==> src/rtl/hydration_alert_fsm.sv <==
// Dehydration/activity alert controller: per-sensor debounce, ranked state
// selection with minimum dwell before de-escalation, buzzer mute and a
// saturating SEVERE-entry counter. All outputs are registered.
module hydration_alert_fsm #(
  parameter int unsigned N_SENSORS    = 6,
  parameter int unsigned DEBOUNCE     = 4,
  parameter int unsigned HOLD_CYCLES  = 8,
  parameter int unsigned LIGHT_THRESH = 2
) (
  input  logic                 clk,
  input  logic                 rst_n,
  input  logic                 enable,
  input  logic [N_SENSORS-1:0] sensor_inputs,
  input  logic                 ack,
  output logic [5:0]           actuator_outputs,
  output logic [1:0]           state_code,
  output logic [7:0]           alarm_count
);

  localparam int unsigned CW = (DEBOUNCE > 1) ? $clog2(DEBOUNCE) : 1;
  localparam int unsigned DW = $clog2(HOLD_CYCLES + 1);
  localparam int unsigned PW = $clog2(N_SENSORS + 1);

  localparam logic [1:0] ST_IDLE     = 2'b00;
  localparam logic [1:0] ST_LIGHT    = 2'b01;
  localparam logic [1:0] ST_SEVERE   = 2'b10;
  localparam logic [1:0] ST_ACTIVITY = 2'b11;

  localparam logic [5:0] ACT_IDLE     = 6'b000000;
  localparam logic [5:0] ACT_LIGHT    = 6'b101100;
  localparam logic [5:0] ACT_ACTIVITY = 6'b101110;
  localparam logic [5:0] ACT_SEVERE   = 6'b111111;

  logic [N_SENSORS-1:0] f_q, f_d;
  logic [CW-1:0]        cnt_q [N_SENSORS];
  logic [CW-1:0]        cnt_d [N_SENSORS];
  logic [1:0]           state_q, state_d;
  logic [DW-1:0]        dwell_q, dwell_d;
  logic                 mute_q, mute_d;
  logic [7:0]           alarm_q, alarm_d;
  logic [5:0]           act_q, act_d;
  logic [PW-1:0]        pop;
  logic [1:0]           target;

  // Severity rank; the state encoding itself is not ordered.
  function automatic logic [1:0] rank_of(input logic [1:0] st);
    logic [1:0] r;
    case (st)
      ST_LIGHT:    r = 2'd1;
      ST_ACTIVITY: r = 2'd2;
      ST_SEVERE:   r = 2'd3;
      default:     r = 2'd0;
    endcase
    return r;
  endfunction

  // Actuator pattern for a state; bit0 is the buzzer.
  function automatic logic [5:0] pattern_of(input logic [1:0] st, input logic mute);
    logic [5:0] p;
    case (st)
      ST_LIGHT:    p = ACT_LIGHT;
      ST_ACTIVITY: p = ACT_ACTIVITY;
      ST_SEVERE:   p = mute ? (ACT_SEVERE & 6'b111110) : ACT_SEVERE;
      default:     p = ACT_IDLE;
    endcase
    return p;
  endfunction

  // Next-state: debounce, target selection, transitions, sleep and counter.
  always_comb begin
    f_d     = f_q;
    state_d = state_q;
    dwell_d = dwell_q;
    mute_d  = mute_q;
    alarm_d = alarm_q;
    pop     = '0;
    target  = ST_IDLE;
    for (int i = 0; i < int'(N_SENSORS); i++) begin
      cnt_d[i] = cnt_q[i];
    end

    for (int i = 0; i < int'(N_SENSORS); i++) begin
      pop = pop + PW'(f_q[i]);
    end

    if (f_q[4] && f_q[0]) begin
      target = ST_SEVERE;
    end else if (f_q[5]) begin
      target = ST_ACTIVITY;
    end else if (pop >= PW'(LIGHT_THRESH)) begin
      target = ST_LIGHT;
    end

    for (int i = 0; i < int'(N_SENSORS); i++) begin
      if (sensor_inputs[i] == f_q[i]) begin
        cnt_d[i] = '0;
      end else if (cnt_q[i] == CW'(DEBOUNCE - 1)) begin
        f_d[i]   = sensor_inputs[i];
        cnt_d[i] = '0;
      end else begin
        cnt_d[i] = cnt_q[i] + CW'(1);
      end
    end

    if (rank_of(target) > rank_of(state_q)) begin
      state_d = target;
      dwell_d = '0;
    end else if ((rank_of(target) < rank_of(state_q)) && (dwell_q == DW'(HOLD_CYCLES))) begin
      state_d = target;
      dwell_d = '0;
    end else if (dwell_q != DW'(HOLD_CYCLES)) begin
      dwell_d = dwell_q + DW'(1);
    end

    // Mute only survives while SEVERE is held; any exit or entry clears it.
    if ((state_q == ST_SEVERE) && (state_d == ST_SEVERE)) begin
      mute_d = mute_q | ack;
    end else begin
      mute_d = 1'b0;
    end

    if (!enable) begin
      f_d     = '0;
      state_d = ST_IDLE;
      dwell_d = '0;
      mute_d  = 1'b0;
      for (int i = 0; i < int'(N_SENSORS); i++) begin
        cnt_d[i] = '0;
      end
    end

    if ((state_d == ST_SEVERE) && (state_q != ST_SEVERE) && (alarm_q != 8'hFF)) begin
      alarm_d = alarm_q + 8'd1;
    end

    act_d = pattern_of(state_d, mute_d);
  end

  // State and output registers.
  always_ff @(posedge clk or negedge rst_n) begin
    if (!rst_n) begin
      f_q     <= '0;
      state_q <= ST_IDLE;
      dwell_q <= '0;
      mute_q  <= 1'b0;
      alarm_q <= '0;
      act_q   <= ACT_IDLE;
      for (int i = 0; i < int'(N_SENSORS); i++) begin
        cnt_q[i] <= '0;
      end
    end else begin
      f_q     <= f_d;
      state_q <= state_d;
      dwell_q <= dwell_d;
      mute_q  <= mute_d;
      alarm_q <= alarm_d;
      act_q   <= act_d;
      for (int i = 0; i < int'(N_SENSORS); i++) begin
        cnt_q[i] <= cnt_d[i];
      end
    end
  end

  assign actuator_outputs = act_q;
  assign state_code       = state_q;
  assign alarm_count      = alarm_q;

endmodule

==> config.mk <==
export PLATFORM = sky130hd
export DESIGN_NAME = hydration_alert_fsm
export DESIGN_NICKNAME = d
export VERILOG_FILES = /design/src/rtl/hydration_alert_fsm.sv
export SDC_FILE = /design/constraint.sdc
export NUM_CORES = 1
export LEC_CHECK = 0
export BUFFER_PORTS_ARGS = -buffer_cell sky130_fd_sc_hd__buf_2
export CAP_MARGIN = 20
export CORE_UTILIZATION = 42
export CTS_CLUSTER_DIAMETER = 150
export DETAILED_ROUTE_END_ITERATION = 7
export GPL_TIMING_DRIVEN = 0
export PLACE_DENSITY = 0.73
export SLEW_MARGIN = 25
export SYNTH_ARGS = -nofsm -noshare
export SYNTH_HDL_FRONTEND = slang
export SYNTH_SLANG_ARGS = --single-unit
==> constraint.sdc <==
create_clock -name clk -period 10.2 [get_ports clk]
set_input_delay 2.04 -clock clk [delete_from_list [all_inputs] [get_ports clk]]
set_output_delay 2.04 -clock clk [all_outputs]
set_load 0.03 [all_outputs]
After elaboration in Yosys (flattened, before gate mapping)
Index checks and enable logic that the tools add are counted.
{"block": "op_classes", "addsub": 13, "n_mul": 0, "n_div": 0, "n_lt_le_gt_ge": 3, "n_eq_ne": 39, "shifts": 0, "muxes": 44, "bitwise": 1, "reduce_logical": 11}
{"operator": "2-to-1 mux 2 bit", "n": 19}
{"operator": "== test 2 bit (second input constant)", "n": 13}
{"operator": "case mux 6 bit (3 select lines)", "n": 1}
{"operator": "2-to-1 mux 1 bit", "n": 16}
{"operator": "2-to-1 mux 4 bit", "n": 4}
{"operator": "inequality test 2 bit (second input constant)", "n": 7}
{"operator": "adder 2 x 1 -> 2 bit (second input constant)", "n": 6}
{"operator": "2-to-1 mux 12 bit", "n": 1}
{"operator": "inequality test 2 x 1 -> 1 bit (second input constant)", "n": 6}
{"operator": "case mux 2 bit (3 select lines)", "n": 2}
{"operator": "AND reduction 2 bit", "n": 6}
{"operator": "adder 3 x 1 -> 3 bit", "n": 3}
{"operator": "adder 8 x 1 -> 8 bit (second input constant)", "n": 1}
{"operator": "inequality test 8 bit (second input constant)", "n": 1}
{"operator": "== test 1 bit", "n": 6}
{"operator": "== test 2 x 1 -> 1 bit (second input constant)", "n": 3}
{"operator": "2-to-1 mux 6 bit", "n": 1}
{"operator": "logical AND 1 bit", "n": 5}
{"operator": "adder 4 x 1 -> 4 bit (second input constant)", "n": 1}
{"operator": "== test 4 bit (second input constant)", "n": 1}
{"operator": "inequality test 4 x 1 -> 1 bit (second input constant)", "n": 1}
{"operator": "inequality test 4 bit (second input constant)", "n": 1}
{"operator": "adder 2 x 1 -> 3 bit", "n": 1}
{"operator": "greater-or-equal comparator 3 x 2 -> 1 bit (second input constant)", "n": 1}
{"operator": "other kinds (4)", "n": 4}
{"block": "word_totals", "ff_bits": 39, "latch_bits": 0, "ram_bits": 0, "romBits": 0, "inputBits": 10, "output_inout_bits": 16, "wordCells": 128, "n_memories": 0}

Depth between registers and ports, before layout
{"block": "logic_depth", "ltp_word": 23, "mapped_depth": 14, "mapped_depth_nobuf": 14}

Worst setup path after synthesis
Ideal clock, no wire load.
{"block": "synth_timing", "path_kind": "reg2reg", "start": "register f_q[0]", "end": "register alarm_q[1] (netlist: alarm_count[1])", "setup_time_ns": 0.125, "arrival_time_ns": 3.440, "required_ns": 10.075, "path_slack_ns": 6.635, "stages_incl_launch_ff": 14, "path_buffers": 0, "period_less_slack_ns": 3.565, "path_cell_list": "dfrtp_1 -> fa_1 -> inv_1 -> fa_1 -> nor2b_1 -> fa_1 -> nor2_1 -> o21a_1 -> ha_1 -> nor2b_4 -> or3_4 -> a21oi_4 -> nor2_2 -> mux2_4"}
{"block": "synth_between", "elab_chain_len": 20, "elab_cells_between_ends": 24, "cone_classes": "add/sub: 5; order compare: 3; eq/ne: 4; mux: 8; reduce/logical: 4"}
{"item": "start: declaration", "line_no": "34", "rtl": "logic [N_SENSORS-1:0] f_q, f_d;"}
{"item": "start signal: assignment", "line_no": "142", "rtl": "f_q <= '0;"}
{"item": "start signal: assignment", "line_no": "152", "rtl": "f_q <= f_d;"}
{"item": "adder 1 x 1 -> 2 bit", "line_no": "83", "rtl": "pop = pop + PW'(f_q[i]);"}
{"item": "adder 2 x 1 -> 3 bit", "line_no": "83"}
{"item": "adder 3 x 1 -> 3 bit (3 in a row)", "line_no": "83"}
{"item": "greater-or-equal comparator 3 x 2 -> 1 bit", "line_no": "90", "rtl": "end else if (pop >= PW'(LIGHT_THRESH)) begin"}
{"item": "2-to-1 mux 1 bit", "line_no": "90"}
{"item": "2-to-1 mux 2 bit", "line_no": "88", "rtl": "end else if (f_q[5]) begin"}
{"item": "2-to-1 mux 2 bit *", "line_no": "86", "rtl": "if (f_q[4] && f_q[0]) begin"}
{"item": "== test 2 bit / == test 2 x 1 -> 1 bit (equally long branches)", "line_no": "48", "rtl": "case (st)"}
{"item": "case mux 2 bit (3 select lines)", "line_no": "48"}
{"item": "2-to-1 mux 2 bit", "line_no": "105", "rtl": "if (rank_of(target) > rank_of(state_q)) begin"}
{"item": "< comparator 2 bit", "line_no": "108", "rtl": "end else if ((rank_of(target) < rank_of(state_q)) && (dwell_q == DW'(HOLD_CYCLES))) begin"}
{"item": "logical AND 1 bit", "line_no": "108"}
{"item": "2-to-1 mux 2 bit", "line_no": "108"}
{"item": "2-to-1 mux 2 bit *", "line_no": "105"}
{"item": "2-to-1 mux 2 bit *", "line_no": "122", "rtl": "if (!enable) begin"}
{"item": "== test 2 bit *", "line_no": "132", "rtl": "if ((state_d == ST_SEVERE) && (state_q != ST_SEVERE) && (alarm_q != 8'hFF)) begin"}
{"item": "logical AND 1 bit * (2 in a row)", "line_no": "132"}
{"item": "end signal: assignment", "line_no": "156", "rtl": "alarm_q <= alarm_d;"}
{"item": "end: declaration", "line_no": "40", "rtl": "logic [7:0] alarm_q, alarm_d;"}
Mark *: on every way between the ends. The rest lies on a longest branch, timed or not. The select of a mux whose other input is x is not followed.
A chain may end at the register's enable or synchronous reset.

Final worst setup path
Same ends and word-level chain as after synthesis.

==> key figures <==
Logic synthesis
  • Synth Area in Adders: 11.4%
  • Syn Nets: 200
  • Synth cell count leaders: dfrtp_1, ha_1, nand2_1, nor3_1, inv_1
  • Top-count cell post-synth: dfrtp_1
  • Top cell type's share of synthesized area: 47.3%
  • Synth top area cells: dfrtp_1, ha_1, xnor2_1
  • Library cells used by synthesis: 40
  • Leading area contributor after synthesis: dfrtp_1
  • XOR/XNOR Fraction of Synth Area: 6.26%
  • Largest family of logic cells by synthesized area: simple AND/OR/NAND/NOR gates
  • Cells after Synth: 174
  • Post-synth EDFFs: 0
  • Top FF cell, synth: dfrtp_1
  • Syn_area_per_cell: 11.3 sq um
  • Synthesized flop and latch total: 37
  • Post-synth ARST share: 100%
  • Sequential-to-total area share from yosys stat: 47.3%
  • Compound-Gate Fraction of Synth Area: 9.58%
  • Simple-gate portion of the synthesized area: 18.0%
  • Mux share of post-synthesis cell area: 4.41%
  • Ys Warns: 0
  • Syn Std Cell Area: 0.00196 sq mm

Power and ir drop
  • Leakage: 1.20 nW
  • Combinational power share: 26.8%
  • Clock power share: 30.8%
  • Switching Power: 134 uW
  • Sequential fraction of design power: 42.3%
  • P_int: 286 uW
  • Worst VDD drop: 0.120 mV
  • Switching share of power: 31.8%
  • Final total power: 420 uW
  • Pwr/cell area: 185 mW/mm^2

Finish
  • Sequential Area: 926 sq um
  • Area Overhead vs Synth: 15.7%
  • Finished Layout Cells: 259
  • Fin nets: 232
  • Multi-input logic area: 972 sq um
  • Fin area: 0.00226 sq mm
  • Fillers: 400
  • Share of layout cells above drive strength 1: 23.2%
  • Number of diodes: 0

GRT
  • Largest net degree at the start of global routing: 38
  • GRT Util Overall: 14.9%
  • Vias in the first global route: 1274
  • GR Overflow Total: 0
  • Initial antenna violation count: 0
  • Global-route wire length before repair: 5.78 mm

Timing
  • Rel. slew slack: 46.9%
  • Post-route setup TNS: 0 ns
  • Fin crit share: 38.2%
  • Setup violators final: 0
  • RSZ-0062 raised after global routing: false
  • Slew Viols, Final: 0
  • Hold Vio Cnt, Final: 0
  • Post-route minimum period: 3.90 ns
  • Max Fclk: 257 MHz
  • Slew @ Worst Pin: 0.797 ns
  • Final worst setup slack: 6.30 ns
  • Worst Skew: 0.00609 ns

Worst setup path
  • CP top delay family: adder cells
  • CP most frequent cell: fa_1
  • Critical Path AT: 4.07 ns
  • Crit path largest cell delay: 0.58 ns
  • Req. time, crit path: 10.37 ns
  • Worst path slowest cell: fa_1
  • CP cell instances: fa_1, inv_1, fa_1, nor2b_1, fa_1, nor2_1, o21a_1, ha_1, nor2b_4, nor3_1, nor3_2, nor2_2, mux2_4
  • Setup CP Type: reg2reg
  • Crit end category: flop
  • Buffers & Inverters on Critical Path: 1
  • Worst-path maximum fanout: 6
  • Startpoint type of the worst setup path: flop

Place
  • Pre-CTS setup slack: 6.31 ns
  • Post-DP HPWL: 2.41 mm
  • Placer Congestion: 0.745
  • Port Buffers: 25
  • Dpl cell area: 0.00215 sq mm
  • DP Cell Count: 251

Status
  • Run status: finished clean

Floorplan
  • Chip width: 70.3 um
  • Die height: 70.3 um
  • # IOs: 26
  • Initial Utilization: 44.4%
  • Core area: 0.00441 sq mm
  • Die area: 0.00494 sq mm
  • FP Rows: 24

Flow run
  • Max-cap violations: 0

Routing
  • Via count: 1320
  • Drt wl/cell: 12.6 um
  • Residual DRC: 0
  • DRT iter0 DRCs: 76
  • 1st-pass router iterations: 4
  • Vias/cell: 5.10
  • Drt total wl: 3.27 mm
  • Post-route ant nets: 0

Hold path
  • Worst min path class: reg2reg

Clocking
  • CTS max path bufs: 2
  • Resized cells post-CTS: 0
  • CTS H-Tree Depth: 2
  • Cts bufs inserted: 5
  • Root Driver: clkbuf_8
  • Hold-fix buffers at CTS: 0
  • Reg clk slew, reported paths: 0.07 ns
  • CTS tree: yes
  • Postcts setup bufs: 0
  • Clk_lat worst skew: 0.28 ns
  • Clock sink total: 37
==> cell type report <==
type,count,share of cell area (%)
buffer,4,0.994
clock buffer,7,3.81
clock inverter,1,1.33
inverter,10,1.66
multi-input combinational,123,42.9
sequential,37,40.9
tap,52,2.87
timing repair buffer,25,5.52
==> sequential cells by signal (all words and copies together), names as in the netlist <==
name and flops:
f_q 6, alarm_count 8, cnt_q 12, state_code 2, actuator_outputs 4, mute_q 1
dwell_q 4
==> power by group through the flow <==
stage          sequential [mW]  clock, mW  combinational, mW
4_1_cts                  0.178      0.132              0.114
2_1_floorplan            0.197          0             0.0670
3_5_place_dp             0.180          0              0.113
5_1_grt                  0.181      0.139              0.124
6_report                 0.178      0.130              0.113
3_3_place_gp             0.180          0              0.112
==> kinds of logic (layout without fill, tap and decap cells) <==
group / after synthesis / after routing
xor gates and xnor gates: 14 / 14
buffers and inverters: 14 / 47
adders and majority gates: 16 / 16
AOI/OAI and AO/OA: 25 / 25
muxes: 8 / 8
DFF: 37 / 37
and+or+nand+nor: 60 / 60
==> metal layers <==
metal / vias to the layer above / routed length, um / GRT usage [%]
met5: - / 0 / 0
met4: 0 / 39 / 6.44
met3: 4 / 107 / 3.61
met2: 21 / 1460 / 22.0
met1: 627 / 1660 / 20.8
li1: 668 / - / -
==> worst paths after layout <==
| check | slack, ns | depth (start not counted) | end | startpoint |
|---|---|---|---|---|
| setup reg to reg | 6.30 | 13 | alarm_count[1] | f_q[0] |
| max in group asynchronous | 7.85 | 1 | alarm_count[5] | rst_n |
| setup / recovery | 6.30 | 13 | alarm_count[1] | f_q[0] |
| hold reg to reg | 0.43 | 1 | cnt_q[0] | cnt_q[0] |
| min in group asynchronous | 1.84 | 1 | f_q[2] | rst_n |
| hold / removal | 0.43 | 1 | cnt_q[0] | cnt_q[0] |
==> cell usage in the layout, fill, tap and decap left out, drive strengths merged, types with 3 or more instances in the layout <==
cell type / synthesis / routed
buf: 2 / 27
nor2: 9 / 9
xnor2: 7 / 7
nor2b: 9 / 9
o211ai: 3 / 3
clkbuf: 2 / 9
inv: 10 / 10
mux2i: 6 / 6
fa: 3 / 3
xor2: 7 / 7
a21oi: 5 / 5
nand2: 13 / 13
ha: 13 / 13
and3: 8 / 8
nand3: 3 / 3
nor3: 11 / 11
o21ai: 6 / 6
dfrtp: 37 / 37
==> per-stage QoR <==
| step | hold WS (ns) | util [%] |
|---|---|---|
| 2_1_floorplan | 0.412 | - |
| 3_3_place_gp | 0.425 | 48.7 |
| 3_5_place_dp | 0.431 | 48.7 |
| 4_1_cts | 0.440 | 51.3 |
| 5_1_grt | 0.466 | 51.3 |
| 6_report | 0.435 | 51.3 |
Power figures use the tool's default switching activity.
